<file path="src/rtl/tdm_demux4.sv">
// tdm_demux4 -- receive end of a 4-slot TDM link.
// Recovers slots a,b,c,d from a serial stream. A frame marker flags slot 0.
// A complete frame is presented as four registered words, with a one-cycle
// valid strobe.
//
// Ports:
//   clk         rising-edge clock
//   rst         synchronous active-high reset
//   en          sample enable (low: state holds, strobes drop)
//   frame       high when din carries slot 0
//   din[W-1:0]  serial slot data
//   a,b,c,d     recovered slot 0..3 words
//   s1,s0       index of the slot expected at the next sample
//   valid       one-cycle pulse: a..d updated at the previous edge
//   locked      high while in LOCK
//   err         one-cycle pulse on a framing error
//
// Build option: TDM_DEMUX_FRAME_CHECK_EN
//   defined   -> a slot-0 sample without frame drops lock (err, back to HUNT)
//   undefined -> flywheel: a slot-0 sample without frame is accepted as slot 0
module tdm_demux4 #(
  parameter int W = 1
) (
  input  logic         clk,
  input  logic         rst,
  input  logic         en,
  input  logic         frame,
  input  logic [W-1:0] din,
  output logic [W-1:0] a,
  output logic [W-1:0] b,
  output logic [W-1:0] c,
  output logic [W-1:0] d,
  output logic         s1,
  output logic         s0,
  output logic         valid,
  output logic         locked,
  output logic         err
);

  typedef enum logic {
    HUNT = 1'b0,
    LOCK = 1'b1
  } state_t;

  state_t       r_state;
  logic [1:0]   r_idx;
  logic [W-1:0] r_sh0, r_sh1, r_sh2;
  logic [W-1:0] r_a, r_b, r_c, r_d;
  logic         r_valid, r_locked, r_err;

  always_ff @(posedge clk) begin
    if (rst) begin
      r_state  <= HUNT;
      r_idx    <= '0;
      r_sh0    <= '0;
      r_sh1    <= '0;
      r_sh2    <= '0;
      r_a      <= '0;
      r_b      <= '0;
      r_c      <= '0;
      r_d      <= '0;
      r_valid  <= 1'b0;
      r_locked <= 1'b0;
      r_err    <= 1'b0;
    end else begin
      r_valid <= 1'b0;
      r_err   <= 1'b0;
      if (en) begin
        case (r_state)
          HUNT: begin
            if (frame) begin
              r_sh0    <= din;
              r_idx    <= 2'd1;
              r_state  <= LOCK;
              r_locked <= 1'b1;
            end
          end
          LOCK: begin
            if (frame) begin
              // A marker always restarts the frame at slot 0. A marker seen
              // at any other slot aborts the partial frame.
              if (r_idx != 2'd0) r_err <= 1'b1;
              r_sh0 <= din;
              r_idx <= 2'd1;
            end else begin
              case (r_idx)
                2'd0: begin
`ifdef TDM_DEMUX_FRAME_CHECK_EN
                  r_err    <= 1'b1;
                  r_state  <= HUNT;
                  r_locked <= 1'b0;
                  r_idx    <= 2'd0;
`else
                  r_sh0 <= din;
                  r_idx <= 2'd1;
`endif
                end
                2'd1: begin
                  r_sh1 <= din;
                  r_idx <= 2'd2;
                end
                2'd2: begin
                  r_sh2 <= din;
                  r_idx <= 2'd3;
                end
                default: begin
                  // Slot 3 goes straight to d, so all four words update together.
                  r_a     <= r_sh0;
                  r_b     <= r_sh1;
                  r_c     <= r_sh2;
                  r_d     <= din;
                  r_valid <= 1'b1;
                  r_idx   <= 2'd0;
                end
              endcase
            end
          end
          default: r_state <= HUNT;
        endcase
      end
    end
  end

  assign a      = r_a;
  assign b      = r_b;
  assign c      = r_c;
  assign d      = r_d;
  assign s1     = r_idx[1];
  assign s0     = r_idx[0];
  assign valid  = r_valid;
  assign locked = r_locked;
  assign err    = r_err;

endmodule

</file>
<file path="config.mk">
export PLATFORM = sky130hd
export DESIGN_NAME = tdm_demux4
export DESIGN_NICKNAME = d
export VERILOG_FILES = /design/src/rtl/tdm_demux4.sv
export SDC_FILE = /design/constraint.sdc
export NUM_CORES = 1
export LEC_CHECK = 0
export ABC_AREA = 0
export CAP_MARGIN = 20
export CELL_PAD_IN_SITES_DETAIL_PLACEMENT = 1
export CELL_PAD_IN_SITES_GLOBAL_PLACEMENT = 1
export CORE_UTILIZATION = 30
export CTS_CLUSTER_DIAMETER = 30
export DETAILED_ROUTE_END_ITERATION = 8
export HOLD_SLACK_MARGIN = 0.15
export PLACE_DENSITY_LB_ADDON = 0.1
export SLEW_MARGIN = 20
export SYNTH_ARGS = -nofsm -noshare
export SYNTH_HDL_FRONTEND = slang
export SYNTH_SLANG_ARGS = --single-unit
</file>
<file path="constraint.sdc">
create_clock -name clk -period 1.5 [get_ports clk]
set_input_delay 0.3 -clock clk [delete_from_list [all_inputs] [get_ports clk]]
set_output_delay 0.3 -clock clk [all_outputs]
set_load 0.01 [all_outputs]
</file>
## Word-level counts from Yosys, hierarchy flattened

Cells that the tools add are included.

| word-level totals | value |
|---|---|
| bits in registers | 13 |
| bits of input ports | 5 |
| output and inout port bits | 9 |
| word-level logic and storage cells | 43 |

| cells by class | value |
|---|---|
| eq/ne operators | 4 |
| multiplexer cells | 12 |
| bitwise operators | 4 |
| reduce and logical (&&, ||, !) cells | 11 |

Operator list:

| operator | number |
|---|---|
| $reduce_and A4 Y1 | 3 |
| $reduce_or A4 Y1 | 2 |
| $mux W1 | 7 |
| $pmux W2 S3 | 1 |
| $reduce_and A3 Y1 | 2 |
| $mux W2 | 2 |
| $not A1 Y1 | 4 |
| $pmux W2 S2 | 1 |
| $ne A3 B2 Y1 const B | 1 |
| $reduce_or A3 Y1 | 1 |
| $eq A2 B1 Y1 const B | 1 |
| $eq A2 B2 Y1 const B | 1 |
| $logic_not A2 Y1 | 1 |
| $ne A2 B2 Y1 const B | 1 |
| $pmux W1 S2 | 1 |
| $reduce_and A2 Y1 | 1 |
| $reduce_bool A2 Y1 | 1 |

## Depth between registers and ports, before layout

| depth | value |
|---|---|
| word-level depth | 4 |
| gate-level depth with buffers | 5 |
| gate-level depth less buffers | 5 |

## Least setup slack after synthesis

OpenSTA, ideal clock, no wires.

| timing path | value |
|---|---|
| path kind | flip-flop to flip-flop |
| start point | register r_idx[1] |
| end point | register r_sh0 |
| library setup time | 0.068 ns |
| arrival time | 1.191 ns |
| required time | 1.432 ns |
| slack | 0.241 ns |
| cell stages (with the launch flop) | 6 |
| path buffers | 0 |
| clock period less this slack | 1.259 ns |
| cell sequence | dfxtp_1 inv_1 ha_1 a21o_1 a21bo_1 a21oi_2 |

| on the way | value |
|---|---|
| word-level cells in the longest chain between the ends | 3 |

Ends and longest elaborated chain:

| what | line | source |
|---|---|---|
| start: declaration | 46 | `logic [1:0] r_idx;` |
| start signal: assignment | 54 | `r_idx <= '0;` |
| start signal: assignment | 73 | `r_idx <= 2'd1;` |
| start signal: assignment | 84 | `r_idx <= 2'd1;` |
| $logic_not A2 Y1 | 86 | `case (r_idx)` |
| $ne A3 B2 Y1 (no source line) | n/a |  |
| $reduce_and A3 Y1 (no source line) | n/a |  |
| end signal: assignment | 72 | `r_sh0 <= din;` |
| end signal: assignment | 83 | `r_sh0 <= din;` |
| end signal: assignment | 94 | `r_sh0 <= din;` |
| end: declaration | 47 | `logic [W-1:0] r_sh0, r_sh1, r_sh2;` |

Every way passes these cells.
A chain may end at the register's enable or synchronous reset.

## Final worst setup path

| timing path | value |
|---|---|
| start point | register r_a, in the netlist a |
| end point | output a |

RTL lines:

| what | line | source |
|---|---|---|
| start: declaration | 48 | `logic [W-1:0] r_a, r_b, r_c, r_d;` |
| start signal: assignment | 108 | `r_a <= r_sh0;` |
| end: declaration | 29 | `output logic [W-1:0] a,` |

No word-level cell between the ends.

==> impl_metrics.ini <==
[synth]
synth_cell_type_count = 23
synth_edf_count = 0
yosysWarnings = 0
synthesis.nets = 66
yosysSeqAreaShare_pct = 44.3
synth_area_um2 = 588
synth_ff_type = dfxtp_1
synth.top_cells.by_area = dfxtp_1 44%, mux2i_1 10%, ha_1 8.5%, nor2_1 6.4%, nand4b_4 4.0%
synth_top_area_share_pct = 44.3
syn-mean-instance-area_um2 = 10.3
synth_seq_cells = 13
yosys-top-cells-count = 13 x dfxtp_1, 10 x nor2_1, 6 x mux2i_1, 4 x ha_1, 4 x inv_1
yosysMostFrequentCell = dfxtp_1
yosysTopAreaCell = dfxtp_1
synth_cells = 57
ys_async_sr_fraction_pct = 0

[power_and_ir_drop]
power.density_mw_per_mm2 = 823
ir_drop_uv = 500
total_leakage_power_nw = 0.416
finalPower_mw = 0.648

[clock_network]
cts_root_buf = clkbuf_4
cts-htree-levels = 1
cts_setup_buffers = 0
clock-sinks = 13
clock_path_buffers = 2
clkLatencyLatePin_ps = 270
numCtsBuffers = 3
postCtsHoldBufs = 0
path_clk_slew_ps = 80
post_cts_resized = 2
cts_tree = done

[placed_design]
port_buffers = 13
dpl-instance-area_um2 = 753
gp_congestion = 0.710
place.detailed.hpwl_um = 877

[floorplan]
die_w_um = 46.3
dieArea_mm2 = 0.00214
core_mm2 = 0.00178
die_height_um = 46.3
ios = 14
placementRows = 15
start_util_pct = 33.0

[routing]
dr.first_iter.drc_count = 5
drt-pass1-iter-count = 4
vias = 441
wl_per_cell_um = 11.6
drt-total-wl_um = 1160
ant_nets = 0
drc_errors = 0
drt-vias-per-instance = 4.41

[sta]
fin_setup_tns_ps = 0
slew_violations = 0
worstMarginPinSlew_ps = 334
post-route-period-util_pct = 96.0
hold_viol_final = 0
rsz0062_at_grt = false
clock_skew_ps = 5.02
timing.slew.headroom_pct = 77.7
fmax_mhz = 695
finalSetupViolations = 0
post-route-min-period_ps = 1440

[critical_path]
r2r_start = r_idx[1]
crit_chain = clkdlybuf4s50_1
reg2reg_depth = 5
critPathRequiredTime_ps = 1200
crit_family = buffers and inverters
slowest_stage = clkdlybuf4s50_1
critPathKind = flop to primary output
cp-startpoint = a
slowest_delay_ps = 540
path_depth = 1
worstSetupEndpointType = primary output
regToRegSetupSlack_ps = 240
crit_arrival_ps = 1140
critPathMaxFanout = 2
start_kind = flop
worst-path-buf-inv = 1

[grt]
antenna_found_initial = 0
grt_first_pass_wirelength_um = 1920
grt_overflow = 0
grt_max_degree = 12
grtUsageTotal_pct = 14.1
grt_pass1_vias = 417

[job]
drv_cap = 0

[status]
status = finished clean

[finish]
nets = 85
area_delta_synth_final_pct = 33.8
antenna_cells = 0
stdcell_area_um2 = 787
regArea_um2 = 262
multiInputGateArea_um2 = 279
drive_gt1_share_pct = 14.7
fillers = 210

[hold_path]
min_from = locked
hp-class = flop to flop
hold_depth = 2
-- cell usage in the layout, fill, tap and decap left out, types with 2 or more instances in the layout --
cell type | netlist | layout
buf_4 | 1 | 5
clkbuf_4 | 0 | 3
clkdlybuf4s50_1 | 0 | 9
dfxtp_1 | 13 | 12
dlymetal6s2s_1 | 0 | 3
ha_1 | 4 | 4
inv_1 | 4 | 4
mux2i_1 | 6 | 6
nand4b_1 | 2 | 2
nor2_1 | 10 | 10
-- flip-flops by register name, indices dropped and copies added, names as in the netlist --
signal / count
r_idx: 2
a: 1
b: 1
c: 1
d: 1
err: 1
locked: 1
r_sh0: 1
r_sh1: 1
r_sh2: 1
r_state: 1
valid: 1
-- metrics by stage --
step	cells	hold WS [ps]	setup WS (ps)	utilization, %
after global routing	100	521	10.5	44.1
after floorplan	57	377	241	-
final	100	469	60.5	44.1
after global placement	96	457	-28.8	42.2
after CTS	100	473	7.55	43.7
after detailed placement	96	453	-83.5	42.2
-- kinds of logic after synthesis --
logic type      count (synthesis)  synth area share, %
flops                          13                 44.3
simple gates                   19                 19.6
buf+inv                         8                 8.30
fa+ha+maj                       4                 8.51
compound gates                  7                 9.15
mux                             6                 10.2
-- worst paths after layout --
path                            endpoint
worst max register to register     r_sh0
worst max-delay path                   a
worst min register to register    locked
worst min-delay path              locked
-- metal layers --
layer  up-vias  wire length (µm)  GRT usage [%]
met5         -                 0              0
met4         0                12           8.82
met3         2                57           7.06
met2         9               509           19.2
met1       200               585           17.5
li1        230                 -              -
-- cell type report --
type,count,share of cell area [%]
clock buffer,4,3.34
inverter,4,1.91
multi-input combinational,36,35.5
sequential,13,33.2
tap,25,3.97
timing repair buffer,18,22.1
-- power breakdown --
| part | total (mW) | internal, mW | switching (mW) |
|---|---|---|---|
| combinational | 0.0746 | 0.0398 | 0.0349 |
| sequential | 0.361 | 0.353 | 0.00834 |
| clock | 0.212 | 0.103 | 0.109 |
No activity file was read; power rests on OpenSTA's default activity.
